--- src/rtl/fetch_pkg.sv ---
// fetch_pkg
// Shared types and constants for the instruction fetch / program-counter stage.
//   fetch_state_t : fetch sequencer states (IDLE, FETCH, EXEC)
//   XLEN          : datapath width
//   OP_J          : opcode of the J instruction, handy when building test programs
package fetch_pkg;

  localparam int XLEN = 32;

  localparam logic [5:0] OP_J = 6'b000010;

  typedef enum logic [1:0] {
    IDLE  = 2'd0,
    FETCH = 2'd1,
    EXEC  = 2'd2
  } fetch_state_t;

endpackage

--- src/rtl/fetch_if.sv ---
// fetch_if
// Request/acknowledge bus between the fetch stage and instruction memory.
//   imem_req   : fetch request, held until acknowledged (master -> slave)
//   imem_addr  : word-aligned fetch address (master -> slave)
//   imem_ack   : imem_rdata is valid this cycle (slave -> master)
//   imem_rdata : instruction word (slave -> master)
interface fetch_if;
  import fetch_pkg::*;

  logic            imem_req;
  logic [XLEN-1:0] imem_addr;
  logic            imem_ack;
  logic [XLEN-1:0] imem_rdata;

  modport master (
    output imem_req,
    output imem_addr,
    input  imem_ack,
    input  imem_rdata
  );

  modport slave (
    input  imem_req,
    input  imem_addr,
    output imem_ack,
    output imem_rdata
  );

endinterface

--- src/rtl/fetch_next_pc_sel.sv ---
// next_pc_sel
// Combinational next-PC selection for the fetch stage.
//   pc_plus4        : address of the sequentially following instruction
//   instr_index     : 26-bit jump index field of the current instruction
//   imm_ext         : sign-extended 16-bit immediate (branch word offset)
//   jump            : unconditional jump, highest priority
//   branch          : conditional branch
//   branch_equality : 1 = BEQ (taken on zero), 0 = BNE (taken on not zero)
//   zero            : ALU zero flag
//   next_pc         : selected next PC (alignment is applied by the caller)
module next_pc_sel
  import fetch_pkg::*;
(
  input  logic [XLEN-1:0] pc_plus4,
  input  logic [25:0]     instr_index,
  input  logic [XLEN-1:0] imm_ext,
  input  logic            jump,
  input  logic            branch,
  input  logic            branch_equality,
  input  logic            zero,
  output logic [XLEN-1:0] next_pc
);

  logic            taken;
  logic [XLEN-1:0] branch_target;
  logic [XLEN-1:0] jump_target;

  // XNOR: BEQ wants zero=1, BNE wants zero=0
  assign taken = branch & ~(zero ^ branch_equality);

  // Word offset scaled to bytes; the top two bits of the offset fall off
  assign branch_target = pc_plus4 + (imm_ext << 2);

  // Jumps stay inside the current 256 MB region of pc_plus4
  assign jump_target = {pc_plus4[XLEN-1:XLEN-4], instr_index, 2'b00};

  always_comb begin
    next_pc = pc_plus4;
    if (jump) begin
      next_pc = jump_target;
    end else if (taken) begin
      next_pc = branch_target;
    end
  end

endmodule

--- src/rtl/fetch_unit.sv ---
// fetch_unit
// Instruction fetch and program-counter stage feeding the main decoder.
// Fetches one instruction at a time over fetch_if, holds it while execute
// works on it, and on commit loads the next PC chosen by next_pc_sel.
//   RESET_PC        : PC after reset (word aligned)
//   INSTRET_RESET   : retired-instruction counter value after reset
//   clk, reset_n    : clock, synchronous active-low reset
//   mem             : instruction memory bus (master side)
//   instr           : instruction register, instr[31:26] is the opcode
//   instr_valid     : instr may be executed
//   pc, pc_plus4    : current PC and PC + 4
//   exec_done       : execute commits the current instruction
//   branch, branch_equality, jump, zero, imm_ext : next-PC controls
//   instret         : retired-instruction counter
module fetch_unit
  import fetch_pkg::*;
#(
  parameter logic [XLEN-1:0] RESET_PC      = 32'h0000_0000,
  parameter logic [XLEN-1:0] INSTRET_RESET = 32'h0000_0000
) (
  input  logic            clk,
  input  logic            reset_n,
  fetch_if.master         mem,
  output logic [XLEN-1:0] instr,
  output logic            instr_valid,
  output logic [XLEN-1:0] pc,
  output logic [XLEN-1:0] pc_plus4,
  input  logic            exec_done,
  input  logic            branch,
  input  logic            branch_equality,
  input  logic            jump,
  input  logic            zero,
  input  logic [XLEN-1:0] imm_ext,
  output logic [XLEN-1:0] instret
);

  localparam logic [XLEN-1:0] ALIGN_MASK = {{(XLEN-2){1'b1}}, 2'b00};

  fetch_state_t    state;
  fetch_state_t    next_state;
  logic [XLEN-1:0] next_pc;
  logic            fetch_ack;
  logic            retire;

  // Acks are only meaningful while a request is outstanding
  assign fetch_ack = (state == FETCH) && mem.imem_ack;
  assign retire    = (state == EXEC) && exec_done;

  // Bus outputs decode registered state only, so memory sees no input-to-output path
  assign mem.imem_req  = (state == FETCH);
  assign mem.imem_addr = pc;
  assign instr_valid   = (state == EXEC);
  assign pc_plus4      = pc + 32'd4;

  next_pc_sel u_next_pc_sel (
    .pc_plus4        (pc_plus4),
    .instr_index     (instr[25:0]),
    .imm_ext         (imm_ext),
    .jump            (jump),
    .branch          (branch),
    .branch_equality (branch_equality),
    .zero            (zero),
    .next_pc         (next_pc)
  );

  always_ff @(posedge clk) begin
    if (!reset_n) begin
      state <= IDLE;
    end else begin
      state <= next_state;
    end
  end

  always_comb begin
    next_state = state;
    case (state)
      IDLE:    next_state = FETCH;
      FETCH:   if (fetch_ack) next_state = EXEC;
      EXEC:    if (retire) next_state = FETCH;
      default: next_state = IDLE;
    endcase
  end

  always_ff @(posedge clk) begin
    if (!reset_n) begin
      instr <= '0;
    end else if (fetch_ack) begin
      instr <= mem.imem_rdata;
    end
  end

  // Low address bits are cleared on every load so the PC stays word aligned
  always_ff @(posedge clk) begin
    if (!reset_n) begin
      pc <= RESET_PC & ALIGN_MASK;
    end else if (retire) begin
      pc <= next_pc & ALIGN_MASK;
    end
  end

  always_ff @(posedge clk) begin
    if (!reset_n) begin
      instret <= INSTRET_RESET;
    end else if (retire) begin
      instret <= instret + 32'd1;
    end
  end

endmodule

--- src/flat_wrapper.sv ---
// flat-port wrapper written by rule: the top's interface ports become plain ports
module fetch_unit_flat import fetch_pkg::*;
#(
  parameter logic [XLEN-1:0] RESET_PC      = 32'h0000_0000,
  parameter logic [XLEN-1:0] INSTRET_RESET = 32'h0000_0000
)
  (clk, reset_n, instr, instr_valid, pc, pc_plus4, exec_done, branch, branch_equality, jump, zero, imm_ext, instret, mem_imem_req, mem_imem_addr, mem_imem_ack, mem_imem_rdata);
  fetch_if mem_i ();
  input  logic clk;
  input  logic reset_n;
  output logic [XLEN-1:0] instr;
  output logic instr_valid;
  output logic [XLEN-1:0] pc;
  output logic [XLEN-1:0] pc_plus4;
  input  logic exec_done;
  input  logic branch;
  input  logic branch_equality;
  input  logic jump;
  input  logic zero;
  input  logic [XLEN-1:0] imm_ext;
  output logic [XLEN-1:0] instret;
  output wire logic [$bits(mem_i.imem_req)-1:0] mem_imem_req;
  output wire logic [$bits(mem_i.imem_addr)-1:0] mem_imem_addr;
  input wire logic [$bits(mem_i.imem_ack)-1:0] mem_imem_ack;
  input wire logic [$bits(mem_i.imem_rdata)-1:0] mem_imem_rdata;
  assign mem_imem_req = mem_i.imem_req;
  assign mem_imem_addr = mem_i.imem_addr;
  assign mem_i.imem_ack = mem_imem_ack;
  assign mem_i.imem_rdata = mem_imem_rdata;
  fetch_unit #(.RESET_PC(RESET_PC), .INSTRET_RESET(INSTRET_RESET)) u_core (.clk(clk), .reset_n(reset_n), .mem(mem_i), .instr(instr), .instr_valid(instr_valid), .pc(pc), .pc_plus4(pc_plus4), .exec_done(exec_done), .branch(branch), .branch_equality(branch_equality), .jump(jump), .zero(zero), .imm_ext(imm_ext), .instret(instret));
endmodule
--- config.mk ---
export PLATFORM = sky130hd
export DESIGN_NAME = fetch_unit_flat
export DESIGN_NICKNAME = d
export VERILOG_FILES = /design/src/rtl/fetch_pkg.sv /design/src/rtl/fetch_if.sv /design/src/rtl/fetch_next_pc_sel.sv /design/src/rtl/fetch_unit.sv /design/src/flat_wrapper.sv
export SDC_FILE = /design/constraint.sdc
export NUM_CORES = 1
export LEC_CHECK = 0
export BUFFER_PORTS_ARGS = -buffer_cell sky130_fd_sc_hd__buf_2
export CAP_MARGIN = 10
export CORE_ASPECT_RATIO = 1.1
export CORE_MARGIN = 10
export CORE_UTILIZATION = 50
export DETAILED_ROUTE_END_ITERATION = 16
export GPL_TIMING_DRIVEN = 1
export PLACE_DENSITY = 0.89
export REMOVE_ABC_BUFFERS = 1
export SETUP_SLACK_MARGIN = 0.2
export SYNTH_ARGS = -nofsm -noshare
export SYNTH_HDL_FRONTEND = slang
export SYNTH_SLANG_ARGS = --single-unit
export TNS_END_PERCENT = 100
--- constraint.sdc ---
create_clock -name clk -period 4.4 [get_ports clk]
set_clock_uncertainty 0.05 [all_clocks]
set_input_delay 0 -clock clk [delete_from_list [all_inputs] [get_ports clk]]
set_output_delay 0 -clock clk [all_outputs]
set_load 0.02 [all_outputs]
**Word level (Yosys, flattened, before mapping)**

Index checks and enable logic that the tools add are counted.

- Input bits: 72
- Output and inout bits: 162
- Logic and storage cells: 23
- Flip-flop bits (word level): 96

- Mux-type cells: 5
- Equality and inequality tests: 4
- Bitwise logic cells: 3
- $add $sub $neg: 3
- Reductions and logical operators: 4

Operators with widths:

| cell | number |
|---|---|
| 32-bit 2-to-1 mux | 2 |
| 32-bit by 1-bit adder with 32-bit output, second input constant | 1 |
| 32-bit by 3-bit adder with 32-bit output, second input constant | 1 |
| 32-bit adder | 1 |
| 2-bit case mux with 3 select lines | 1 |
| 2-bit 2-to-1 mux | 2 |
| 2-bit by 1-bit inequality test with 1-bit output, second input constant | 2 |
| 2-bit by 1-bit equality test with 1-bit output, second input constant | 1 |
| 2-bit equality test, second input constant | 1 |
| 1-bit logical AND | 2 |
| 2-bit zero test | 1 |
| 2-bit AND reduction | 1 |
| 1-bit AND | 1 |
| 1-bit inverter | 1 |
| 1-bit XOR | 1 |

**Logic depth before layout (Yosys ltp)**

Gate-level depths: netlist of the first run.

- Depth after elaboration: 5
- Depth in mapped cells: 18
- Depth with buffers taken out: 16

**By module**

Synthesis of the first run repeated with hierarchy kept, for this count alone.

- Cell total of the unflattened synthesis: 939
- Area, all modules: 6,864.1 sq um

By module, submodules not included:

| module | sequential area each (sq um) | area an instance (sq um) | cells an instance | instances |
|---|---|---|---|---|
| fetch_unit | 1,921.8 | 4,556.9 | 580 | 1 |
| next_pc_sel | 0.0 | 2,307.2 | 359 | 1 |

**Least setup slack after synthesis of the first run**

OpenSTA, ideal clock, no wires.

- Kind: reg2reg
- Start: reg u_core.pc[2], in the netlist u_core.mem.imem_addr[2]
- End: reg u_core.pc[27], in the netlist u_core.mem.imem_addr[27]
- Data arrival time: 3,861 ps
- Period minus slack after synthesis: 4,038 ps
- Path buffers: 2
- Path slack: 362 ps
- Cell stages (with the launch flop): 17
- Cell sequence: dfxtp_1 -> ha_1 -> and4_1 -> nand2_1 -> or2_1 -> buf_2 -> nor2_1 -> xor2_1 -> ha_1 -> clkbuf_1 -> a21oi_1 -> o21ai_1 -> a221oi_2 -> o21ai_0 -> a211oi_1 -> mux2i_1 -> a21oi_1

- Word-level cells in the longest chain between the ends: 4

RTL lines:

| item | line | text |
|---|---|---|
| start: declaration | fetch_unit.sv:26 | `output logic [XLEN-1:0] pc,` |
| start signal: assignment | fetch_unit.sv:95 | `pc <= RESET_PC & ALIGN_MASK;` |
| start signal: assignment | fetch_unit.sv:97 | `pc <= next_pc & ALIGN_MASK;` |
| 32-bit by 3-bit adder with 32-bit output | fetch_unit.sv:53 | `assign pc_plus4 = pc + 32'd4;` |
| via pc_plus4[18] | flat_wrapper.sv:14 | `output logic [XLEN-1:0] pc_plus4;` |
| 32-bit adder | fetch_next_pc_sel.sv:32 | `assign branch_target = pc_plus4 + (imm_ext << 2);` |
| 32-bit 2-to-1 mux | fetch_next_pc_sel.sv:41 | `end else if (taken) begin` |
| 32-bit 2-to-1 mux | fetch_next_pc_sel.sv:39 | `if (jump) begin` |

The timed path passes the listed nets, and every way through them passes these cells.
A chain may end at the register's enable or synchronous reset.

**Worst setup path after layout of the first run**

- Start: reg u_core.pc[3], in the netlist u_core.mem.imem_addr[3]
- End: reg u_core.pc[31], in the netlist u_core.mem.imem_addr[31]

- Word-level cells in the longest chain between the ends: 4

RTL lines:

| item | line |
|---|---|
| 32-bit by 3-bit adder with 32-bit output (*) | fetch_unit.sv:53 |
| 32-bit adder | fetch_next_pc_sel.sv:32 |
| 32-bit 2-to-1 mux | fetch_next_pc_sel.sv:41 |
| 32-bit 2-to-1 mux (*) | fetch_next_pc_sel.sv:39 |

Mark *: on every way between the ends. The rest lies on a longest branch, timed or not.

==> results of run 1 <==
kinds of logic (layout without fill, tap and decap cells):
logic type	count (synthesis)	after routing	share of synthesized area (%)
and+or+nand+nor	372	372	26.24
other	1	6	0.05408
buffers and inverters	101	308	7.561
xor gates and xnor gates	72	72	9.094
adders and majority gates	38	38	6.965
DFF	96	96	27.72
muxes	9	9	1.317
AOI/OAI and AO/OA	213	213	21.06
per-stage QoR:
| stage | utilization, % | setup WS (ns) | hold WS, ns |
|---|---|---|---|
| finish | 62.89 | 0.4151 | 0.01791 |
| global route | 62.89 | 0.2418 | 0.02683 |
| global placement | 58.25 | 0.4582 | 0.2011 |
| CTS | 62.83 | 0.3251 | 0.006955 |
| detailed placement | 58.25 | 0.3621 | 0.2083 |
| floorplan | - | 0.2559 | 0.06745 |
worst max-delay path, stage by stage (launching register included):
cell and delay (ns):
dfxtp_2 0.39, ha_1 0.22, and4_1 0.30, nand2_1 0.13, or2_1 0.31, nor2_1 0.19, and3_2 0.25, xnor2_1 0.09
ha_2 0.42, a211oi_1 0.10, nor2_1 0.16, nor4_1 0.07, o41a_1 0.49, nor4bb_1 0.34, a311oi_2 0.08, a31o_1 0.21
a21boi_2 0.12
final cells by class:
cell class,count,area share [%]
timing repair buffer,271,18.06
tap,188,2.734
clock buffer,11,2.821
sequential,96,22.35
clock inverter,4,0.6253
multi-input combinational,710,52.45
inverter,22,0.9597
worst paths after layout:
check                                from                  endpoint  depth (start not counted)  slack [ns]
setup / recovery  u_core.mem.imem_addr[3]  u_core.mem.imem_addr[31]                         16        0.42
hold / removal                  exec_done           u_core.state[1]                          3        0.02
setup reg to reg  u_core.mem.imem_addr[3]  u_core.mem.imem_addr[31]                         16        0.42
hold reg to reg          u_core.instr[27]          u_core.instr[27]                          2        0.42
repair_timing:
item	4_1_cts	5_1_grt
setup endpoints to repair	0	4
endpoints found under the hold margin	33	0
hold buffers	33	0
gates resized for setup	0	4
flip-flops by register name, summed over array words and instances (netlist names):
name	cells
u_core.mem.imem_addr	30
u_core.state	2
u_core.instret	32
u_core.instr	32
per-layer routing:
metal	GRT usage [%]	vias to the layer above
li1	-	3555
met3	5.133	81
met4	12.05	0
met1	27.52	3380
met2	42.97	360
met5	0	-
placed cells by master (no fill, tap or decap), drive strengths merged, types with 23 or more instances in the layout:
cell	count
buf	238
nand2	149
dfxtp	96
nor2	73
a21oi	52
xnor2	51
ha	37
a21boi	37
o21ai	36
dlygate4sd3	33
nand3	31
inv	23
power groups by stage:
stage	sequential (mW)	combinational, mW	clock (mW)
detailed placement	0.927	0.321	0
CTS	0.907	0.346	0.805
global placement	0.926	0.317	0
floorplan	0.950	0.164	0
global route	0.910	0.384	0.841
finish	0.908	0.354	0.801
==> flow_metrics.py, run 1 <==
metrics = {
    "sta": {
        "hold_viol": 0,
        "rsz0062_at_grt": "false",
        "worst_pin_slew_ns": 1.100,
        "min_period_over_period_pct": 90.57,
        "period_needed_ns": 3.985,
        "setup-violations-final": 0,
        "fmax_mhz": 250.9,
        "slew_headroom_pct": 26.48,
        "drv_slew": 0,
        "tns_ns": 0,
    },
    "synthesis": {
        "ys.flop_type": "dfxtp_1",
        "syn_avg_cell_area_um2": 7.688,
        "seq_area_frac_synth_pct": 27.72,
        "synthDominantCellAreaShare_pct": 27.72,
        "async_reset_ff_share_pct": 0,
        "yosysTopAreaCell": "dfxtp_1",
        "ys_types": 80,
        "synth-edff-count": 0,
        "yosys-top-cells-count": "nand2_1, dfxtp_1, nor2_1",
        "syn_area_um2": 6934,
        "yosysWarnings": 0,
        "yosysMostFrequentCell": "nand2_1",
        "ys_top_cells_by_area": "dfxtp_1, nand2_1, ha_1",
        "syn_inst": 902,
        "ys_seq_elements": 96,
    },
    "drt": {
        "drt-pass1-iter-count": 5,
        "wl_per_cell_um": 18.73,
        "ant_nets": 0,
        "drt-met1-wl_mm": 9.424,
        "routed.top_layer": "met4",
        "drc": 0,
        "initialDrtViolationCount": 554,
        "wl_met2_mm": 12.06,
        "routed_wl_mm": 24.39,
        "dr_wl_met3_mm": 1.805,
        "vias_per_cell": 5.665,
        "vias": 7376,
    },
    "cells_and_area": {
        "antennaDiodeCount": 0,
        "area_delta_synth_final_pct": 24.09,
        "fin_area_um2": 8605,
        "instances_no_fill": 1302,
        "n_fill_cell": 1137,
        "drive_above_1_share_pct": 25.04,
        "multi_input_area_um2": 4513,
        "nets": 1220,
        "ff_latch_area_um2": 1923,
    },
    "critical_path": {
        "worstPathArrival_ns": 4.21,
        "crit_fanout": 10,
        "crit_path_end_kind": "flip-flop",
        "cp.required_ns": 4.63,
        "crit_type": "reg2reg",
        "cp-start-kind": "flip-flop",
    },
    "pwr": {
        "p_comb_share_pct": 17.2,
        "power.clock.fraction_pct": 38.8,
        "power_mw": 2.064,
        "net-switching-power_mw": 0.5869,
        "p_per_area_nw_per_um2": 239.9,
        "seqPwrFrac_pct": 44.0,
        "ir_drop_mv": 0.3367,
        "internal_power_mw": 1.477,
        "p_leak_nw": 4.051,
        "swShare_pct": 28.43,
    },
    "place": {
        "dp_hpwl_mm": 18.12,
        "finalWeightedCongestion": 0.9512,
        "place_inst": 1254,
        "port_buffers": 225,
        "dpl_cell_area_um2": 7970,
    },
    "grt": {
        "grt_max_degree": 40,
        "antenna_found_initial": 0,
        "grt_pass1_wl_mm": 38.19,
        "grt_overflow_total": 0,
        "track_usage_pct": 24.38,
        "grt_pass1_vias": 7194,
    },
    "clocking": {
        "clk_pin_slew_ns": 0.07,
        "cts_setup_buffers": 0,
        "clkLatencyLatePin_ns": 0.34,
        "clock-sinks": 96,
        "cts_buffers": 9,
        "cts-root-buf": "clkbuf_16",
        "htree_levels": 3,
        "cts_tree": "built",
        "clock_path_buffers": 2,
    },
    "run": {
        "cap_violations": 0,
    },
    "status": {
        "status": "finished clean",
    },
    "floorplan": {
        "start_util_pct": 50.68,
        "dieArea_um2": 18980,
        "fp.dieW_um": 132.3,
        "row_count": 45,
        "die_y_um": 143.5,
        "pin_count": 234,
        "core-area_um2": 13680,
    },
    "hold_path": {
        "hold_class": "in2reg",
    },
}
No activity file was read; power rests on OpenSTA's default activity.
==> inputs of run 2 (changes only) <==
--- a/config.mk
+++ b/config.mk
@@ -9,10 +9,10 @@
 export CAP_MARGIN = 10
 export CORE_ASPECT_RATIO = 1.1
 export CORE_MARGIN = 10
-export CORE_UTILIZATION = 50
+export CORE_UTILIZATION = 52
 export DETAILED_ROUTE_END_ITERATION = 16
 export GPL_TIMING_DRIVEN = 1
-export PLACE_DENSITY = 0.89
+export PLACE_DENSITY = 0.93
 export REMOVE_ABC_BUFFERS = 1
 export SETUP_SLACK_MARGIN = 0.2
 export SYNTH_ARGS = -nofsm -noshare
==> run 2 against run 1 <==
  * Clock power down 2.9%
  * Combinational power about the same
  * Highest routed layer unchanged
  * Setup slack worse by 0.078 ns
  * Critical path type unchanged
  * Register-to-register slack worse by 0.08 ns
  * Worst hold slack better by 0.12 ns
==> flow_metrics.py, run 2 (synthesized netlist as in run 1, its figures left out) <==
metrics = {
    "cells_and_area": {
        "area_delta_synth_final_pct": 23.89,
        "layout_common_cells": "buf_2, nand2_1, dfxtp_1, nor2_1",
        "drive_above_1_share_pct": 25.36,
        "fin_area_um2": 8591,
        "final_common_cell": "buf_2",
        "nets": 1221,
    },
    "sta": {
        "drv_slew": 0,
        "setup-violations-final": 0,
        "tns_ns": 0,
        "rsz0062_at_grt": "false",
        "fmax_mhz": 246.1,
        "period_needed_ns": 4.063,
        "min_period_over_period_pct": 92.34,
        "worst_pin_slew_ns": 1.146,
        "slew_headroom_pct": 23.40,
        "hold_viol": 0,
    },
    "clocking": {
        "clock_path_buffers": 2,
        "cts_tree": "built",
        "clock-sinks": 96,
        "clk_pin_slew_ns": 0.08,
        "cts_setup_buffers": 0,
        "cts_buffers": 9,
        "clkLatencyLatePin_ns": 0.34,
        "cts-root-buf": "clkbuf_16",
        "htree_levels": 3,
    },
    "place": {
        "dp_hpwl_mm": 18.28,
        "finalWeightedCongestion": 0.9528,
        "dpl_cell_area_um2": 7936,
        "port_buffers": 225,
    },
    "drt": {
        "wl_per_cell_um": 19.32,
        "drc": 0,
        "initialDrtViolationCount": 711,
        "routed_wl_mm": 24.69,
        "drt-pass1-iter-count": 7,
        "ant_nets": 0,
        "vias": 7604,
        "vias_per_cell": 5.950,
    },
    "floorplan": {
        "core-area_um2": 13160,
        "pin_count": 234,
        "start_util_pct": 52.70,
        "row_count": 44,
        "die_y_um": 141.1,
        "dieArea_um2": 18360,
        "fp.dieW_um": 130.1,
    },
    "critical_path": {
        "worstPathCellList": "ha_1 > and4_2 > nand2_1 > or2_1 > nor2_1 > xor2_1 > ha_1 > a21oi_1 > o21ai_1 > a221oi_2 > o21ai_0 > a211oi_1 > mux2i_1 > a21oi_1",
        "reg2reg_to": "u_core.mem.imem_addr[27]",
        "r2r_cells": 14,
        "rr_startpoint": "u_core.mem.imem_addr[3]",
        "crit_path_start": "u_core.mem.imem_addr[3]",
        "r2r_slack_ns": 0.34,
        "crit_type": "reg2reg",
        "slowest_stage": "dfxtp_2",
        "cp_top_family": "compound AO/OA/AOI/OAI gates",
        "worstPathArrival_ns": 4.24,
        "crit_buf_inv": 0,
        "max_stage_delay_ns": 0.40,
        "crit_fanout": 9,
        "cp-start-kind": "flip-flop",
        "crit_path_end_kind": "flip-flop",
        "cp.required_ns": 4.58,
    },
    "grt": {
        "grt_overflow_total": 0,
        "grt_pass1_vias": 7364,
        "grt_max_degree": 38,
        "grt_util_met2_pct": 42.53,
        "track_usage_pct": 25.91,
        "use_met3_pct": 5.889,
        "antenna_found_initial": 1,
        "grt_pass1_wl_mm": 38.43,
        "met1_usage_pct": 30.06,
        "busiest_layer": "met2",
    },
    "hold_path": {
        "min_from": "imm_ext[15]",
        "hold_class": "in2reg",
        "min_path_cells": 4,
        "hold-path-endpoint": "u_core.mem.imem_addr[17]",
    },
    "pwr": {
        "p_per_area_nw_per_um2": 237.7,
        "p_leak_nw": 4.060,
        "ir_drop_mv": 0.2215,
    },
    "run": {
        "cap_violations": 0,
    },
    "status": {
        "status": "finished clean",
    },
}
## run 2: area by class of cell
cell class,instances,area [um^2]
Antenna cell,1,2.502
Clock buffer,9,225.2
Clock inverter,7,72.57
Fill cell,1052,4567
Inverter,22,82.58
Multi-Input combinational cell,710,4519
Sequential cell,96,1923
Tap cell,161,201.4
Timing Repair Buffer,272,1564
## run 2: routing by layer
layer | vias to the layer above | wire [um]
met3 | 110 | 2051
met2 | 445 | 11890
met5 | - | 0
met1 | 3495 | 9391
met4 | 0 | 1364
li1 | 3554 | -
## run 2: repair_timing
| action | 4_1_cts | 5_1_grt |
|---|---|---|
| gates resized for setup | 0 | 5 |
| setup endpoints to repair | 0 | 3 |
| hold buffers | 34 | 0 |
| hold endpoints to repair | 34 | 0 |
## run 2: per-stage QoR
stage                     instances  setup WS [ns]  power, mW  hold slack, ns  utilization (%)
after CTS                      1277         0.2858      2.042          0.1293            65.17
after global placement         1227         0.4775      1.240          0.1996            60.32
after floorplan                 828         0.2559      1.114         0.06745                -
after detailed placement       1227         0.3484      1.247          0.2074            60.32
final                          1278         0.3371      2.042          0.1334            65.29
after global routing           1278         0.2026      2.114          0.1514            65.29
## run 2: worst max path at each step
stage	depth (start not counted)	endpoint	slack (ns)
CTS	16	u_core.mem.imem_addr[31]	0.29
detailed placement	16	u_core.mem.imem_addr[31]	0.35
finish	14	u_core.mem.imem_addr[27]	0.34
floorplan	16	u_core.mem.imem_addr[31]	0.26
global placement	16	u_core.mem.imem_addr[31]	0.48
global route	14	u_core.mem.imem_addr[27]	0.20
## run 2: tightest hold or removal path, stage by stage
cell	delay (ns)
buf_2	0.10
ha_1	0.22
nand3_1	0.09
o211ai_1	0.07
## run 2: where the power goes
part / switching [mW] / internal [mW]
logic: 0.223 / 0.134
clock network: 0.377 / 0.401
registers: 0.0203 / 0.887
total: 0.620 / 1.42
